$ cat config.mk
export PLATFORM = sky130hd
export DESIGN_NAME = mem_arbiter
export DESIGN_NICKNAME = d
export VERILOG_FILES = /design/src/rtl/mem_arbiter.sv
export SDC_FILE = /design/constraint.sdc
export NUM_CORES = 1
export LEC_CHECK = 0
export BUFFER_PORTS_ARGS = -buffer_cell sky130_fd_sc_hd__buf_2
export CORE_AREA = 2 2 117 119
export CTS_CLUSTER_SIZE = 28
export DETAILED_ROUTE_END_ITERATION = 8
export DIE_AREA = 0 0 119 121
export PLACE_DENSITY = 0.66
export SETUP_SLACK_MARGIN = 0.5
export SYNTH_ARGS = -nofsm -noshare
export SYNTH_HDL_FRONTEND = slang
export SYNTH_SLANG_ARGS = --single-unit
$ cat constraint.sdc
create_clock -name clk -period 2.9 [get_ports clk]
set_clock_uncertainty 0.15 [all_clocks]
set_input_delay 0 -clock clk [delete_from_list [all_inputs] [get_ports clk]]
set_output_delay 0 -clock clk [all_outputs]
set_load 0.1 [all_outputs]
$ cat src/rtl/mem_arbiter.sv
// Two-master arbiter sharing one unified memory port between the ARM core (M0) and the
// loader/debug DMA (M1): round-robin per transfer, optional lock bounded by MAX_HOLD.
module mem_arbiter #(
    parameter int MAX_HOLD = 16
) (
    input  logic        clk,
    input  logic        reset,
    input  logic        req0,
    input  logic        req1,
    input  logic        we0,
    input  logic        we1,
    input  logic        lock0,
    input  logic        lock1,
    input  logic [31:0] adr0,
    input  logic [31:0] adr1,
    input  logic [31:0] wdata0,
    input  logic [31:0] wdata1,
    output logic        gnt0,
    output logic        gnt1,
    output logic        rvalid0,
    output logic        rvalid1,
    output logic [31:0] rdata0,
    output logic [31:0] rdata1,
    output logic        mem_we,
    output logic [31:0] mem_adr,
    output logic [31:0] mem_wdata,
    input  logic [31:0] mem_rdata
);

    typedef enum logic [1:0] {
        IDLE = 2'd0,
        OWN0 = 2'd1,
        OWN1 = 2'd2
    } state_t;

    state_t      r_state;
    state_t      w_next_state;
    logic        r_last;
    logic        w_last_next;
    logic [7:0]  r_hold_cnt;
    logic [7:0]  w_hold_next;
    logic        r_rvalid0;
    logic        r_rvalid1;
    logic [31:0] r_rdata0;
    logic [31:0] r_rdata1;
    logic        w_xfer0;
    logic        w_xfer1;
    logic        w_other_req;
    logic        w_hold_ok;

    assign w_xfer0     = (r_state == OWN0) && req0;
    assign w_xfer1     = (r_state == OWN1) && req1;
    assign w_other_req = (r_state == OWN0) ? req1 : req0;
    // Widened by one bit so hold_cnt+1 cannot wrap when MAX_HOLD is 255.
    assign w_hold_ok   = ({1'b0, r_hold_cnt} + 9'd1) < 9'(MAX_HOLD);

    always_comb begin
        // NOTE: each combinational output is given a default first so no path can infer a latch.
        w_next_state = r_state;
        case (r_state)
            IDLE: begin
                if (req0 && req1) w_next_state = r_last ? OWN0 : OWN1;
                else if (req0)    w_next_state = OWN0;
                else if (req1)    w_next_state = OWN1;
            end
            OWN0: begin
                if (!req0)                                 w_next_state = req1 ? OWN1 : IDLE;
                else if (req1 && (!lock0 || !w_hold_ok))   w_next_state = OWN1;
            end
            OWN1: begin
                if (!req1)                                 w_next_state = req0 ? OWN0 : IDLE;
                else if (req0 && (!lock1 || !w_hold_ok))   w_next_state = OWN0;
            end
            default: w_next_state = IDLE;
        endcase
    end

    always_comb begin
        w_last_next = r_last;
        if (r_state == OWN0 && w_next_state != OWN0)      w_last_next = 1'b0;
        else if (r_state == OWN1 && w_next_state != OWN1) w_last_next = 1'b1;
    end

    // The streak only grows while the same owner keeps the bus against a waiting rival.
    always_comb begin
        w_hold_next = '0;
        if (r_state != IDLE && w_next_state == r_state && w_other_req)
            w_hold_next = r_hold_cnt + 8'd1;
    end

    always_comb begin
        mem_we    = 1'b0;
        mem_adr   = '0;
        mem_wdata = '0;
        case (r_state)
            OWN0: begin
                mem_we    = req0 && we0;
                mem_adr   = adr0;
                mem_wdata = wdata0;
            end
            OWN1: begin
                mem_we    = req1 && we1;
                mem_adr   = adr1;
                mem_wdata = wdata1;
            end
            default: ;
        endcase
    end

    always_ff @(posedge clk or negedge reset) begin
        if (!reset) begin
            r_state    <= IDLE;
            r_last     <= 1'b1;
            r_hold_cnt <= '0;
            r_rvalid0  <= 1'b0;
            r_rvalid1  <= 1'b0;
            r_rdata0   <= '0;
            r_rdata1   <= '0;
        end else begin
            // NOTE: non-blocking assignments so every register samples pre-edge values.
            r_state    <= w_next_state;
            r_last     <= w_last_next;
            r_hold_cnt <= w_hold_next;
            r_rvalid0  <= w_xfer0 && !we0;
            r_rvalid1  <= w_xfer1 && !we1;
            if (w_xfer0 && !we0) r_rdata0 <= mem_rdata;
            if (w_xfer1 && !we1) r_rdata1 <= mem_rdata;
        end
    end

    assign gnt0    = (r_state == OWN0);
    assign gnt1    = (r_state == OWN1);
    assign rvalid0 = r_rvalid0;
    assign rvalid1 = r_rvalid1;
    assign rdata0  = r_rdata0;
    assign rdata1  = r_rdata1;

endmodule

## Word level (Yosys, flattened, before mapping)

Index checks and enable logic that the tools add are counted.

| word-level totals | value |
|---|---|
| register bits | 77 |
| output and inout port bits | 133 |
| logic and storage cells | 56 |

| operators by class | value |
|---|---|
| add/subtract/negate cells | 2 |
| $lt $le $gt $ge | 1 |
| eq/ne operators | 5 |
| mux-type cells | 18 |
| reduce and logical (&&, ||, !) cells | 23 |

Operator list:

| kind | number |
|---|---|
| $pmux W32 S2 | 2 |
| $mux W2 | 9 |
| $logic_and A1 B1 Y1 | 13 |
| $add A8 B1 Y9 const B | 1 |
| $lt A9 B5 Y1 const B | 1 |
| $add A8 B1 Y8 const B | 1 |
| $mux W8 | 1 |
| $pmux W2 S3 | 1 |
| $logic_not A1 Y1 | 5 |
| $mux W1 | 4 |
| $reduce_bool A2 Y1 | 2 |
| $eq A2 B1 Y1 const B | 1 |
| $eq A2 B2 Y1 | 1 |
| $eq A2 B2 Y1 const B | 1 |
| $logic_not A2 Y1 | 1 |
| $logic_or A1 B1 Y1 | 2 |
| $ne A2 B1 Y1 const B | 1 |
| $ne A2 B2 Y1 const B | 1 |
| $pmux W1 S2 | 1 |

## Longest topological paths before layout

| logic depth | value |
|---|---|
| depth after elaboration | 12 |
| gate-level depth with buffers | 10 |
| gate-level depth less buffers | 8 |

## Worst setup path after synthesis

Ideal clock, no wire load.

| timing path | value |
|---|---|
| path kind | reg2out |
| from | reg r_state[1] |
| to | out mem_adr[0] |
| arrival time | 3781 ps |
| required time | 2750 ps |
| slack | -1031 ps |
| stages on the path, launching flop included | 9 |
| path buffers | 4 |
| path through | dfrtp_1 clkbuf_2 inv_1 ha_1 clkbuf_1 clkbuf_1 buf_1 a22oi_1 nor2b_1 |

| on the way | value |
|---|---|
| cells in the longest elaborated chain, start to end | 2 |
| elaborated cells between the ends (all ways) | 3 |
| those cells by class | eq/ne (2); mux (1) |

RTL lines:

| what | RTL line | text |
|---|---|---|
| start: declaration | 36 | `state_t r_state;` |
| start signal: assignment | 121 | `r_state <= w_next_state;` |
| $eq A2 B1 Y1 | n/a |  |
| via gnt0 | 18 | `output logic gnt0,` |
| $pmux W32 S2 | 95 | `case (r_state)` |
| end: declaration | 25 | `output logic [31:0] mem_adr,` |

The timed path passes the listed nets, and every way through them passes these cells.

## Worst setup path in the final report

| timing path | value |
|---|---|
| from | reg r_hold_cnt[1] |
| to | reg r_hold_cnt[0] |

| on the way | value |
|---|---|
| cells in the longest elaborated chain, start to end | 12 |
| elaborated cells between the ends (all ways) | 16 |
| those cells by class | add/sub (1); order compare (1); eq/ne (1); mux (6); reduce/logical (7) |

RTL lines:

| what | RTL line | text |
|---|---|---|
| start: declaration | 40 | `logic [7:0] r_hold_cnt;` |
| start signal: assignment | 123 | `r_hold_cnt <= w_hold_next;` |
| $add A8 B1 Y9 * | 55 | `assign w_hold_ok = ({1'b0, r_hold_cnt} + 9'd1) < 9'(MAX_HOLD);` |
| $lt A9 B5 Y1 * | 55 |  |
| $logic_not A1 Y1 * | 68, 72 |  |
| $logic_or A1 B1 Y1 (on tied branches) | 72, 68 |  |
| $logic_and A1 B1 Y1 (on tied branches) | 72, 68 |  |
| $mux W2 (on tied branches) | 72, 68 |  |
| $mux W2 (on tied branches) | 71, 67 |  |
| $pmux W2 S3 * | 60 | `case (r_state)` |
| $eq A2 B2 Y1 * | 87 | `if (r_state != IDLE && w_next_state == r_state && w_other_req)` |
| $logic_and A1 B1 Y1 * (2 in series) | 87 |  |
| $mux W8 * | 87 |  |
| via w_hold_next[0] | 41 | `logic [7:0] w_hold_next;` |

The timed path passes the listed nets; every way through them passes the cells marked *.
A chain may end at the register's enable or synchronous reset.

==> qor.csv <==
metric,value,unit
Initial DRT Pass Iterations,5,
"Avg Cell Area, Syn",8.14,um^2
Starting Density,32.6,%
post-synthesis mux area share,0.235,%
CP Capture Type,flip-flop,
Worst Path Max Fanout,8,
DRT antenna net count,0,
slew margin rel.,35.4,%
RePlAce Congestion,0.772,
setup violators final,0,
drt wl/cell,14.8,um
WP data required,3.00,ns
full die area,0.0144,mm^2
Post-Synth XOR/XNOR Area,1.23,%
crit start category,flip-flop,
Num CTS Buffers,9,
"EDFF count, synth",0,
clk slew on worst S/H paths,0.06,ns
Post-Synth Simple-Gate Area,32.0,%
Adder-Cell Fraction of Synth Area,1.47,%
ANT cells,0,
Worst Setup SP,r_hold_cnt[1],
post-synthesis instance area,0.00427,mm^2
via density per instance,4.72,
Overall Global Routing Usage,20.2,%
root buffer cell,clkbuf_16,
Synth top area share,44.6,%
RSZ-0062 raised after global routing,no,
count of buffers from port buffering,300,
commonest cells in the netlist,"nand2_1 (199), dfrtp_1 (76), nor2b_1 (66)",
"count leader, synth",nand2_1,
crit path kind,flip-flop to flip-flop,
layout cells sized above 1,48.6,%
worst r2r src,r_hold_cnt[1],
Critical Path AT,2.43,ns
CTS max path bufs,2,
final WL,15200,um
Final min period,2.33,ns
main combinational cell family by area after synthesis,simple AND/OR/NAND/NOR gates,
max incr delay on CP,0.53,ns
Layout Nets,1016,
clock sinks,77,
core box area,0.0131,mm^2
antenna violations before repair,0,
Mapped Cells,524,
TritonCTS clock tree,yes,
largest net degree at the start of global routing,78,
Iter 0 DRT Violations,269,
yosys warns,0,
overflow left after global routing,0,
global-route wire length before repair,23600,um
Max Slew Vio Count,0,
fraction of registers with async set/reset,100,%
setup TNS,0,ns
Die Ht,121,um
MaxCap Viol Count,0,
sequential share of the synthesized area,45.2,%
Synth Net Count,697,
die width,119,um
Tcrit/Tclk final,80.2,%
Max Freq,0.430,GHz
Final Hold Viols,0,
Seq cells post-synth,77,
Synth area leader,dfrtp_1,
complex-gate fraction of the synthesized area,15.7,%
Hold Crit Class,input pin to flip-flop,
Worst Tran Pin Value,0.969,ns
CP max stage cell,or4_4,
largest cells by area after synthesis,"dfrtp_1 (45%), nand2_1 (18%), a22oi_1 (11%), nor2b_1 (9.7%), clkbuf_1 (2.5%)",
main flop type after synthesis,dfrtp_1,
IO Count,301,
Area Overhead vs Synth,72.1,%
cell row count,42,
min-delay src,req1,
"Clk Latency, worst-skew pair",0.33,ns
dpl hpwl,10500,um
outcome,finished clean,
vias post-DR,4838,
CTS H-tree lvls,3,
DRC,0,
Yosys cell types,44,
cells along the critical path,"ha_4, or4_4, a311oi_2, o41ai_1, a211o_2, nor2_1",
vias in the first global route,4682,
## cell families after synthesis
kind of cell    Yosys count
compound gates           89
xor+xnor                  6
fa+ha+maj                 5
buf+inv                  46
flops                    77
mux                       1
simple gates            300
## placed cells by master, fill, tap and decap left out, types with 2 or more instances in the layout
cell	Yosys	routed
buf_2	2	235
nand2_1	199	199
buf_4	0	74
dfrtp_1	76	73
a22oi_1	65	65
nor2b_4	0	65
dlygate4sd3_1	0	34
nor2_1	12	12
clkbuf_16	0	9
inv_1	7	5
o21ai_0	4	4
nand3_1	3	3
a31oi_1	3	3
nand4_1	3	3
nand2b_1	3	3
nand3b_1	3	3
xor2_1	3	3
xnor2_1	3	3
ha_4	0	3
clkinvlp_4	0	3
buf_12	0	3
dfrtp_2	0	3
inv_2	0	2
a21o_1	2	2
and2_1	2	2
a32oi_1	2	2
and3_1	2	2
a21oi_1	2	2
clkinv_2	0	2
## repair_timing
| item | CTS | global route |
|---|---|---|
| setup buffers | 1 | 3 |
| endpoints found under the hold margin | 140 | 0 |
| endpoints found under the setup margin | 75 | 74 |
| pin swaps | 0 | 1 |
| gates resized for setup | 72 | 8 |
| hold buffers | 34 | 0 |
## path summary, 6_finish.rpt
path	endpoint	slack [ns]	depth (start not counted)
setup reg to reg	r_hold_cnt[0]	0.57	6
hold reg to reg	rdata1[6]	0.32	2
max in group asynchronous	r_state[1]	1.69	2
hold / removal	r_state[0]	0.11	4
setup / recovery	r_hold_cnt[0]	0.57	6
min in group asynchronous	rdata1[0]	0.23	2
## per-layer routing
| metal | part of all wire [%] | GRT usage, % | wire, um | vias up |
|---|---|---|---|---|
| li1 | - | - | - | 2380 |
| met1 | 39 | 24.0 | 5990 | 2225 |
| met2 | 51 | 35.5 | 7740 | 211 |
| met3 | 7.5 | 5.59 | 1140 | 22 |
| met4 | 1.9 | 6.10 | 293 | 0 |
| met5 | 0 | 0 | 0 | - |
## flip-flops by register name, indices dropped and copies added (netlist names)
register / count
rdata1: 32
r_state: 2
rdata0: 32
r_last: 1
r_hold_cnt: 8
rvalid1: 1
rvalid0: 1
## final cells by class
type | instances | area [um^2]
fillers | 1157 | 5750
multi-input cells | 401 | 2710
repair buffers | 347 | 2150
flip-flops and latches | 77 | 1930
clock buffers | 10 | 239
well taps | 176 | 220
clock inverters | 6 | 62.6
inverters | 7 | 26.3
## per-stage QoR
stage	cells	hold WS, ns	utilization (%)	setup slack [ns]	cell area, um^2
4_1_cts	1021	0.0952	55.7	0.504	7290
3_3_place_gp	970	0.0554	49.3	0.457	6450
3_5_place_dp	970	0.0584	49.3	0.429	6450
2_1_floorplan	524	-0.446	-	0.501	4820
6_report	1024	0.105	56.1	0.574	7340
5_1_grt	1024	0.134	56.1	0.494	7340
## critical path, delay by kind of cell (launching register included)
kind            cells  cell delay (ns)
compound gates      3             0.80
fa+ha+maj           1             0.21
flops               1             0.44
simple gates        2             0.66
Power is left out: the tool's default activity adds up to more than one toggle a clock period on the data nets, which glitch-free logic cannot reach.
